==> src/rtl/matrix_mul_pkg.sv <==
// Shared types and helpers for the sequential N x N matrix multiplier.
// Holds the FSM state encoding, result-width derivation and flat-bus slicing helpers.
package matrix_mul_pkg;

  typedef enum logic [1:0] {
    IDLE = 2'd0,
    CALC = 2'd1,
    DONE = 2'd2
  } state_t;

  // Each result element is a sum of N products of two DW-bit values, so it
  // needs 2*DW bits plus enough headroom for N additions.
  function automatic int calc_accw(input int dw, input int n);
    return 2 * dw + $clog2(n);
  endfunction

  function automatic int elem_idx(input int r, input int c, input int n);
    return r * n + c;
  endfunction

  function automatic int elem_lsb(input int r, input int c, input int n, input int w);
    return elem_idx(r, c, n) * w;
  endfunction

endpackage

==> src/rtl/matrix_mac.sv <==
// Time-shared multiply-accumulate unit: one DW x DW product per cycle into an ACCW accumulator.
// The sum output presents acc + product so the final term of a dot product can be stored directly.
module matrix_mac #(
  parameter int DW     = 8,
  parameter int ACCW   = 18,
  parameter int SIGNED = 0
) (
  input  logic            clk,
  input  logic            rst,
  input  logic            clr,
  input  logic            en,
  input  logic [DW-1:0]   a,
  input  logic [DW-1:0]   b,
  output logic [ACCW-1:0] sum
);

  logic [2*DW-1:0] prod;
  logic [ACCW-1:0] prod_ext;
  logic [ACCW-1:0] acc;

  // The 2*DW product is exact in both modes, so only the extension differs.
  generate
    if (SIGNED != 0) begin : g_signed
      logic signed [2*DW-1:0] sa;
      logic signed [2*DW-1:0] sb;
      assign sa       = {{DW{a[DW-1]}}, a};
      assign sb       = {{DW{b[DW-1]}}, b};
      assign prod     = sa * sb;
      assign prod_ext = {{(ACCW-2*DW){prod[2*DW-1]}}, prod};
    end else begin : g_unsigned
      assign prod     = {{DW{1'b0}}, a} * {{DW{1'b0}}, b};
      assign prod_ext = {{(ACCW-2*DW){1'b0}}, prod};
    end
  endgenerate

  assign sum = acc + prod_ext;

  always_ff @(posedge clk or negedge rst) begin
    if (!rst) begin
      acc <= '0;
    end else if (clr) begin
      acc <= '0;
    end else if (en) begin
      acc <= sum;
    end
  end

endmodule

==> src/rtl/matrix_mul_seq.sv <==
// Sequential N x N matrix multiplier C = A * B using a single time-shared MAC.
// Operands are captured on an accepted start; done pulses once c_flat is complete.
module matrix_mul_seq
  import matrix_mul_pkg::*;
#(
  parameter int  N      = 4,
  parameter int  DW     = 8,
  parameter int  SIGNED = 0,
  localparam int ACCW   = calc_accw(DW, N)
) (
  input  logic                clk,
  input  logic                rst,
  input  logic                start,
  input  logic [N*N*DW-1:0]   a_flat,
  input  logic [N*N*DW-1:0]   b_flat,
  output logic [N*N*ACCW-1:0] c_flat,
  output logic                busy,
  output logic                done
);

  localparam int             IW   = (N > 1) ? $clog2(N) : 1;
  localparam logic [IW-1:0]  LAST = IW'(N - 1);

  state_t state, next_state;

  logic [IW-1:0]     i, j, k;
  logic [N*N*DW-1:0] a_reg, b_reg;
  logic [DW-1:0]     a_mat [N][N];
  logic [DW-1:0]     b_mat [N][N];
  logic [ACCW-1:0]   c_mat [N][N];
  logic [ACCW-1:0]   mac_sum;
  logic              accept, k_last, last_mac, mac_clr, mac_en;

  generate
    for (genvar r = 0; r < N; r++) begin : g_row
      for (genvar c = 0; c < N; c++) begin : g_col
        assign a_mat[r][c] = a_reg[elem_lsb(r, c, N, DW) +: DW];
        assign b_mat[r][c] = b_reg[elem_lsb(r, c, N, DW) +: DW];
        assign c_flat[elem_lsb(r, c, N, ACCW) +: ACCW] = c_mat[r][c];
      end
    end
  endgenerate

  assign accept   = (state == IDLE) && start;
  assign k_last   = (k == LAST);
  assign last_mac = (state == CALC) && k_last && (j == LAST) && (i == LAST);
  assign mac_en   = (state == CALC);
  assign mac_clr  = accept || (mac_en && k_last);
  assign busy     = (state != IDLE);

  always_ff @(posedge clk or negedge rst) begin
    if (!rst) begin
      state <= IDLE;
    end else begin
      state <= next_state;
    end
  end

  always_comb begin
    next_state = state;
    case (state)
      IDLE:    if (start) next_state = CALC;
      CALC:    if (last_mac) next_state = DONE;
      DONE:    next_state = IDLE;
      default: next_state = IDLE;
    endcase
  end

  // Row-major walk: k innermost, then j, then i.
  always_ff @(posedge clk or negedge rst) begin
    if (!rst) begin
      i <= '0;
      j <= '0;
      k <= '0;
    end else if (accept) begin
      i <= '0;
      j <= '0;
      k <= '0;
    end else if (state == CALC) begin
      if (k_last) begin
        k <= '0;
        if (j == LAST) begin
          j <= '0;
          i <= (i == LAST) ? '0 : i + 1'b1;
        end else begin
          j <= j + 1'b1;
        end
      end else begin
        k <= k + 1'b1;
      end
    end
  end

  always_ff @(posedge clk or negedge rst) begin
    if (!rst) begin
      a_reg <= '0;
      b_reg <= '0;
    end else if (accept) begin
      a_reg <= a_flat;
      b_reg <= b_flat;
    end
  end

  matrix_mac #(
    .DW     (DW),
    .ACCW   (ACCW),
    .SIGNED (SIGNED)
  ) u_mac (
    .clk (clk),
    .rst (rst),
    .clr (mac_clr),
    .en  (mac_en),
    .a   (a_mat[i][k]),
    .b   (b_mat[k][j]),
    .sum (mac_sum)
  );

  // The last MAC of each dot product writes acc + product straight into C.
  always_ff @(posedge clk or negedge rst) begin
    if (!rst) begin
      for (int r = 0; r < N; r++) begin
        for (int c = 0; c < N; c++) begin
          c_mat[r][c] <= '0;
        end
      end
    end else if (mac_en && k_last) begin
      c_mat[i][j] <= mac_sum;
    end
  end

  always_ff @(posedge clk or negedge rst) begin
    if (!rst) begin
      done <= 1'b0;
    end else begin
      done <= last_mac;
    end
  end

endmodule

==> config.mk <==
export PLATFORM = sky130hd
export DESIGN_NAME = matrix_mul_seq
export DESIGN_NICKNAME = d
export VERILOG_FILES = /design/src/rtl/matrix_mul_pkg.sv /design/src/rtl/matrix_mac.sv /design/src/rtl/matrix_mul_seq.sv
export SDC_FILE = /design/constraint.sdc
export NUM_CORES = 1
export LEC_CHECK = 0
export ABC_AREA = 1
export CAP_MARGIN = 40
export CELL_PAD_IN_SITES_DETAIL_PLACEMENT = 1
export CELL_PAD_IN_SITES_GLOBAL_PLACEMENT = 1
export CORE_ASPECT_RATIO = 0.75
export CORE_MARGIN = 8
export CORE_UTILIZATION = 39
export CTS_CLUSTER_DIAMETER = 100
export DETAILED_ROUTE_END_ITERATION = 16
export PLACE_DENSITY_LB_ADDON = 0.1
export SYNTH_ARGS = -nofsm -noshare
export SYNTH_HDL_FRONTEND = slang
export SYNTH_HIERARCHICAL = 1
export SYNTH_SLANG_ARGS = --single-unit
export TNS_END_PERCENT = 100
==> constraint.sdc <==
create_clock -name clk -period 7.7 [get_ports clk]
set_clock_uncertainty 0.15 [all_clocks]
set_input_delay 2.31 -clock clk [delete_from_list [all_inputs] [get_ports clk]]
set_output_delay 2.31 -clock clk [all_outputs]
set_load 0.005 [all_outputs]
==> metrics.yaml, run 1 <==
outcome:
  outcome: "completed"
clock_network:
  clock_path_buffers: 3
  clkSinkCount: 571
  cts_inserted_buffers: 59
  cts.clk_slew.worst_paths_ns: 0.06
  cts_hold_buf: 0
  cts_resized: 0
  clk_root_buffer_cell: "clkbuf_16"
  htree_levels: 2
  clk_latency_ns: 0.66
  postCtsSetupRepairBufs: 0
  tritoncts: "built"
layout:
  largest_register_ffs: 288
  num-fill-cells: 8413
  final_nets: 4191
  drive_gt1_share_pct: 5.65
  syn_to_final_growth_pct: 29.7
  stdcell_count: 4836
route:
  ant_nets: 0
  via_count: 24900
  dr.pass1.iters: 5
  met2_length_um: 52000
  drt_iter0_drc: 1872
  met3_length_um: 4230
  wl_per_cell_um: 22.3
  wl_met1_um: 46900
  post-route-drc-count: 0
  wl_um: 108000
  top_layer_used: "met4"
  viasPerCell: 5.14
sta:
  rsz0062_at_grt: "no"
  layout_setup_ws_ns: 0.628
  finalCritPeriodShare_pct: 91.8
  max_freq_mhz: 141
  fin_tns_setup_ns: 0
  hold_ws_ns: 0.344
  hold_viol: 0
  tightestPinTransition_ns: 0.972
  final-setup-viol-count: 0
  min_period_ns: 7.07
  slew-limit-headroom_pct: 35.2
  report.final.slew_viol_count: 0
synthesis:
  synth_compound_area_share_pct: 10.2
  synthCells: 3414
  syn-num-nets: 3772
  ys_ff_latch: 571
  synth-adder-area-share_pct: 5.79
  avgSynthCellArea_um2: 8.16
  synthSimpleGateAreaFrac_pct: 21.7
  syn_area_mm2: 0.0279
  synth_mux_area_share_pct: 1.29
  synth_top_family_by_area: "simple AND/OR/NAND/NOR gates"
  yosysUniqueCellTypes: 34
  yosys_warnings: 6
  seq_area_frac_synth_pct: 51.3
  synth-xor-area-share_pct: 0.337
grt:
  track_usage_pct: 26.4
  overflow: 0
  grt_pass1_vias: 27200
  grt_pass1_wl_um: 166000
  antenna_found_initial: 2
  grt_max_degree: 196
critical_path:
  cp.arrival_ns: 7.50
  crit_required_ns: 8.13
  critPathMaxFanout: 19
  ff2ff_setup_slack_ns: 0.63
  critical_path_class: "reg -> reg"
  cp-start-kind: "flip-flop"
  crit_path_end_kind: "flip-flop"
placed_design:
  placedCellCount: 4729
  dpl.hpwl_um: 77800
  place_ws_ns: 0.429
  place.gp.congestion: 0.848
  numPortBuffers: 548
min_path:
  hp-class: "reg -> reg"
floorplan:
  start_util_pct: 39.1
  die_w_um: 325
  ios: 549
  die_h_um: 248
  num_rows: 85
  core_mm2: 0.0713
  die_area_mm2: 0.0804
run:
  maxCapViolCount: 0
-- cell usage in the layout (no fill, tap or decap), types with 24 or more instances in the layout --
cell	Yosys	layout
o21ai_0	320	320
dfrtp_1	571	569
a21oi_1	231	231
clkdlybuf4s50_1	0	547
nand3_1	207	207
nand2_1	1007	1006
inv_1	393	389
nor2_1	241	240
ha_1	49	49
fa_1	50	50
clkbuf_16	0	59
mux2_2	32	32
buf_4	3	24
-- routing by layer --
layer / up-vias / GRT usage, %
li1: 11400 / -
met1: 12600 / 34.8
met2: 622 / 44.4
met3: 208 / 3.31
met4: 0 / 10.0
met5: - / 0
-- Yosys cell counts, drive strengths merged --
cell	number	share of area, %
xnor2	3	0.094
or2	2	0.045
nand2	1016	14
a22o	1	0.031
mux2	32	1.3
and2	6	0.13
buf	80	1.8
clkbuf	160	2.2
clkinv	4	0.054
o21ai	332	6.0
ha	49	2.2
inv	397	5.3
dfrtp	571	51
nor2	258	3.9
fa	50	3.6
nand4	3	0.067
nand3	207	3.7
xor2	6	0.24
a21oi	233	4.2
o22ai	2	0.045
nand3b	2	0.054
-- through the flow --
step,util [%],instance area [um2]
floorplan,-,27900
global placement,47.4,33800
detailed placement,48.0,34200
CTS,50.7,36100
global route,50.7,36100
finish,50.7,36100
-- worst max-delay path: stages (launching register included) --
cell,delay (ns)
dfrtp_1,0.92
clkinvlp_4,0.71
nand3_1,0.35
nand3_1,0.15
nand2_1,0.33
nand2_1,0.14
fa_1,0.49
fa_1,0.49
inv_1,0.05
fa_1,0.53
inv_1,0.06
fa_1,0.54
inv_1,0.04
ha_1,0.35
nand2_1,0.12
inv_1,0.07
nand3_1,0.07
nand2_1,0.20
nand2_1,0.11
nand3_1,0.12
and2_1,0.73
nand2_1,0.15
nand2_1,0.11
-- final cells by class --
type / count / area, um2 / area share (%)
sequential: 571 / 14300 / 39.5
multi-input combinational: 2202 / 11000 / 30.5
timing repair buffer: 598 / 6170 / 17.1
clock buffer: 94 / 1800 / 4.97
inverter: 401 / 1510 / 4.18
tap: 957 / 1200 / 3.31
clock inverter: 12 / 156 / 0.433
antenna: 1 / 2.50 / 0.00692
-- cell families after synthesis --
family                   count (synthesis)
buffers and inverters                  641
flip-flops                             571
multiplexers                            32
adder cells (fa/ha/maj)                 99
XOR/XNOR                                 9
AO/OA/AOI/OAI                          568
AND/OR/NAND/NOR                       1494
-- path summary, 6_finish.rpt --
check | from | end | cells after the start
max | j[0] | c_flat[70] | 22
min | u_mac/acc[16] | u_mac/acc[16] | 2
max reg2reg | j[0] | c_flat[70] | 22
min reg2reg | u_mac/acc[16] | u_mac/acc[16] | 2
max in group asynchronous | rst | c_flat[62] | 2
min in group asynchronous | rst | b_reg[54] | 1
Power of run 1 is left out: the tool's default activity adds up to more than one toggle a clock period on the data nets, which glitch-free logic cannot reach.
==> run 2, diff against run 1 <==
--- a/config.mk
+++ b/config.mk
@@ -11,7 +11,7 @@
 export CELL_PAD_IN_SITES_GLOBAL_PLACEMENT = 1
 export CORE_ASPECT_RATIO = 0.75
 export CORE_MARGIN = 8
-export CORE_UTILIZATION = 39
+export CORE_UTILIZATION = 35
 export CTS_CLUSTER_DIAMETER = 100
 export DETAILED_ROUTE_END_ITERATION = 16
 export PLACE_DENSITY_LB_ADDON = 0.1
==> run 2 against run 1 <==
First-iteration DRC count grew 7.7%. Maximum frequency grew 8.3%. Via count shrank 2.7%. Final cell count grew 2.1%. Critical path depth grew 4. Critical path type unchanged.
==> metrics.yaml, run 2 (synthesis gave the netlist of run 1 again) <==
clock_network:
  clk_latency_ns: 0.64  # -0.02 ns
  clk_root_buffer_cell: "clkbuf_16"
  postCtsSetupRepairBufs: 0  # unchanged
  clkSinkCount: 571  # unchanged
  htree_levels: 2  # unchanged
  cts_resized: 0  # unchanged
  clock_path_buffers: 3  # unchanged
  cts_inserted_buffers: 60  # +1.7%
  cts_hold_buf: 0  # unchanged
  tritoncts: "built"
  cts.clk_slew.worst_paths_ns: 0.07  # about the same
layout:
  num-fill-cells: 9318  # +11%
  multiInputGateArea_mm2: 0.0110  # unchanged
  layout_common_cells: "nand2_1 (1,006), dfrtp_1 (569), clkdlybuf4s50_1 (547)"
  final_nets: 4200  # +0.21%
  fin_util_pct: 46.3  # -4.4 points
  largest_register_ffs: 288  # unchanged
  stdcell_count: 4938  # +2.1%
  syn_to_final_growth_pct: 30.9
  drive_gt1_share_pct: 6.09  # +0.44 points
  final_common_cell: "nand2_1"
  final-seq-area_mm2: 0.0143  # about the same
grt:
  antenna_found_initial: 1  # -1
  overflow: 0  # unchanged
  use_met3_pct: 2.98  # -0.33 points
  track_usage_pct: 24.0  # -2.3 points
  grt_pass1_wl_um: 166000  # -0.48%
  grt_max_degree: 189  # -3.6%
  busiest_layer: "met2"
  grt_pass1_vias: 25600  # -5.8%
  grt_use_met2_pct: 40.0  # -4.5 points
  global_route.usage.met1_pct: 33.4  # -1.4 points
route:
  dr.pass1.iters: 5  # unchanged
  viasPerCell: 4.89  # -4.7%
  via_count: 24200  # -2.7%
  drt_iter0_drc: 2017  # +7.7%
  post-route-drc-count: 0  # unchanged
  ant_nets: 0  # unchanged
  wl_um: 108000  # +0.46%
  wl_per_cell_um: 21.9  # -1.6%
critical_path:
  r2r_start: "k[0]"
  r2r-end: "c_flat[143]"
  cp-start-kind: "flip-flop"
  crit_path_end_kind: "flip-flop"
  endpoint: "c_flat[143]"
  crit_required_ns: 8.12  # about the same
  crit_path_start: "k[0]"
  critPathMaxFanout: 31  # +12
  critical_path_class: "reg -> reg"
  cp.arrival_ns: 6.94  # -0.56 ns
  ff2ff_path_depth: 26  # +18%
  ff2ff_setup_slack_ns: 1.17  # +0.54 ns
sta:
  min_period_ns: 6.53  # -0.543 ns
  report.final.slew_viol_count: 0  # unchanged
  tightestPinTransition_ns: 0.948  # -0.0241 ns
  rsz0062_at_grt: "no"
  slew-limit-headroom_pct: 36.8  # +1.6 points
  fin_tns_setup_ns: 0  # unchanged
  hold_viol: 0  # unchanged
  max_freq_mhz: 153  # +8.3%
  finalCritPeriodShare_pct: 84.8  # -7.1 points
  final-setup-viol-count: 0  # unchanged
  layout_setup_ws_ns: 1.17  # +0.543 ns
floorplan:
  die_h_um: 260  # +5.2%
  start_util_pct: 35.4  # -3.7 points
  ios: 549  # unchanged
  die_area_mm2: 0.0890  # +11%
  core_mm2: 0.0787  # +10%
  num_rows: 89  # +4.7%
  die_w_um: 342  # +5.3%
placed_design:
  placedCellCount: 4826  # +2.1%
  place.gp.congestion: 0.784  # -7.5%
  dpl.hpwl_um: 77000  # -0.99%
  place_ws_ns: 1.16  # +0.731 ns
  numPortBuffers: 548  # unchanged
run:
  maxCapViolCount: 0  # unchanged
min_path:
  hp-class: "reg -> reg"
outcome:
  outcome: "completed"
==> run 2: cell types whose count changed in the layout (fill, tap and decap cells not counted), sizes merged <==
cell      change
buf           +8
clkinv        +7
clkbuf        -5
bufinv        +4
clkinvlp      -2
inv           +1
==> run 2: worst max-delay path, stage by stage, from the launching register on <==
cell and delay, ns:
dfrtp_4 0.50, inv_2 0.53, buf_4 0.26, nand2_1 0.07, nand3_1 0.08, nand3_1 0.15, nand3_1 0.12, nand2_1 0.28
nand2_1 0.14, inv_1 0.06, fa_1 0.47, fa_1 0.52, fa_1 0.54, inv_1 0.05, fa_1 0.53, inv_1 0.04
ha_1 0.37, nand2_1 0.10, nand2_1 0.07, nand2_1 0.07, nand2_1 0.07, a21oi_1 0.21, nand2_1 0.09, nand2_1 0.08
and2_1 0.67, nand2_1 0.13, nand2_1 0.10
==> run 2: worst min path at each step <==
| stage | start | cells past startpoint | endpoint | slack, ns |
|---|---|---|---|---|
| CTS | c_flat[141] | 2 | c_flat[141] | 0.34 |
| detailed placement | c_flat[141] | 2 | c_flat[141] | 0.32 |
| global route | b_reg[114] | 1 | b_reg[114] | 0.36 |
| floorplan | u_mac/acc[13] | 2 | u_mac/acc[13] | 0.30 |
| global placement | c_flat[57] | 2 | c_flat[57] | 0.31 |
| finish | c_flat[141] | 2 | c_flat[141] | 0.33 |
==> run 2: metrics by stage <==
stage	instance area (um2)	hold slack, ns
6_report	36500	0.331
5_1_grt	36500	0.364
4_1_cts	36500	0.337
3_5_place_dp	34400	0.324
3_3_place_gp	34100	0.312
2_1_floorplan	27900	0.299
==> run 2: final cells by class <==
| type | count | area share [%] |
|---|---|---|
| Clock buffer | 89 | 4.97 |
| Clock inverter | 22 | 0.751 |
| Tap cell | 1046 | 3.59 |
| Multi-Input combinational cell | 2202 | 30.2 |
| Sequential cell | 571 | 39.2 |
| Antenna cell | 1 | 0.00686 |
| Inverter | 401 | 4.13 |
| Timing Repair Buffer | 606 | 17.2 |
==> run 2: routing by layer <==
layer,wire length [um],share of wire (%)
met2,52200,48
met1,49100,45
met5,0,0
met4,2450,2.3
met3,4530,4.2
Power of run 2 is left out for the same reason.
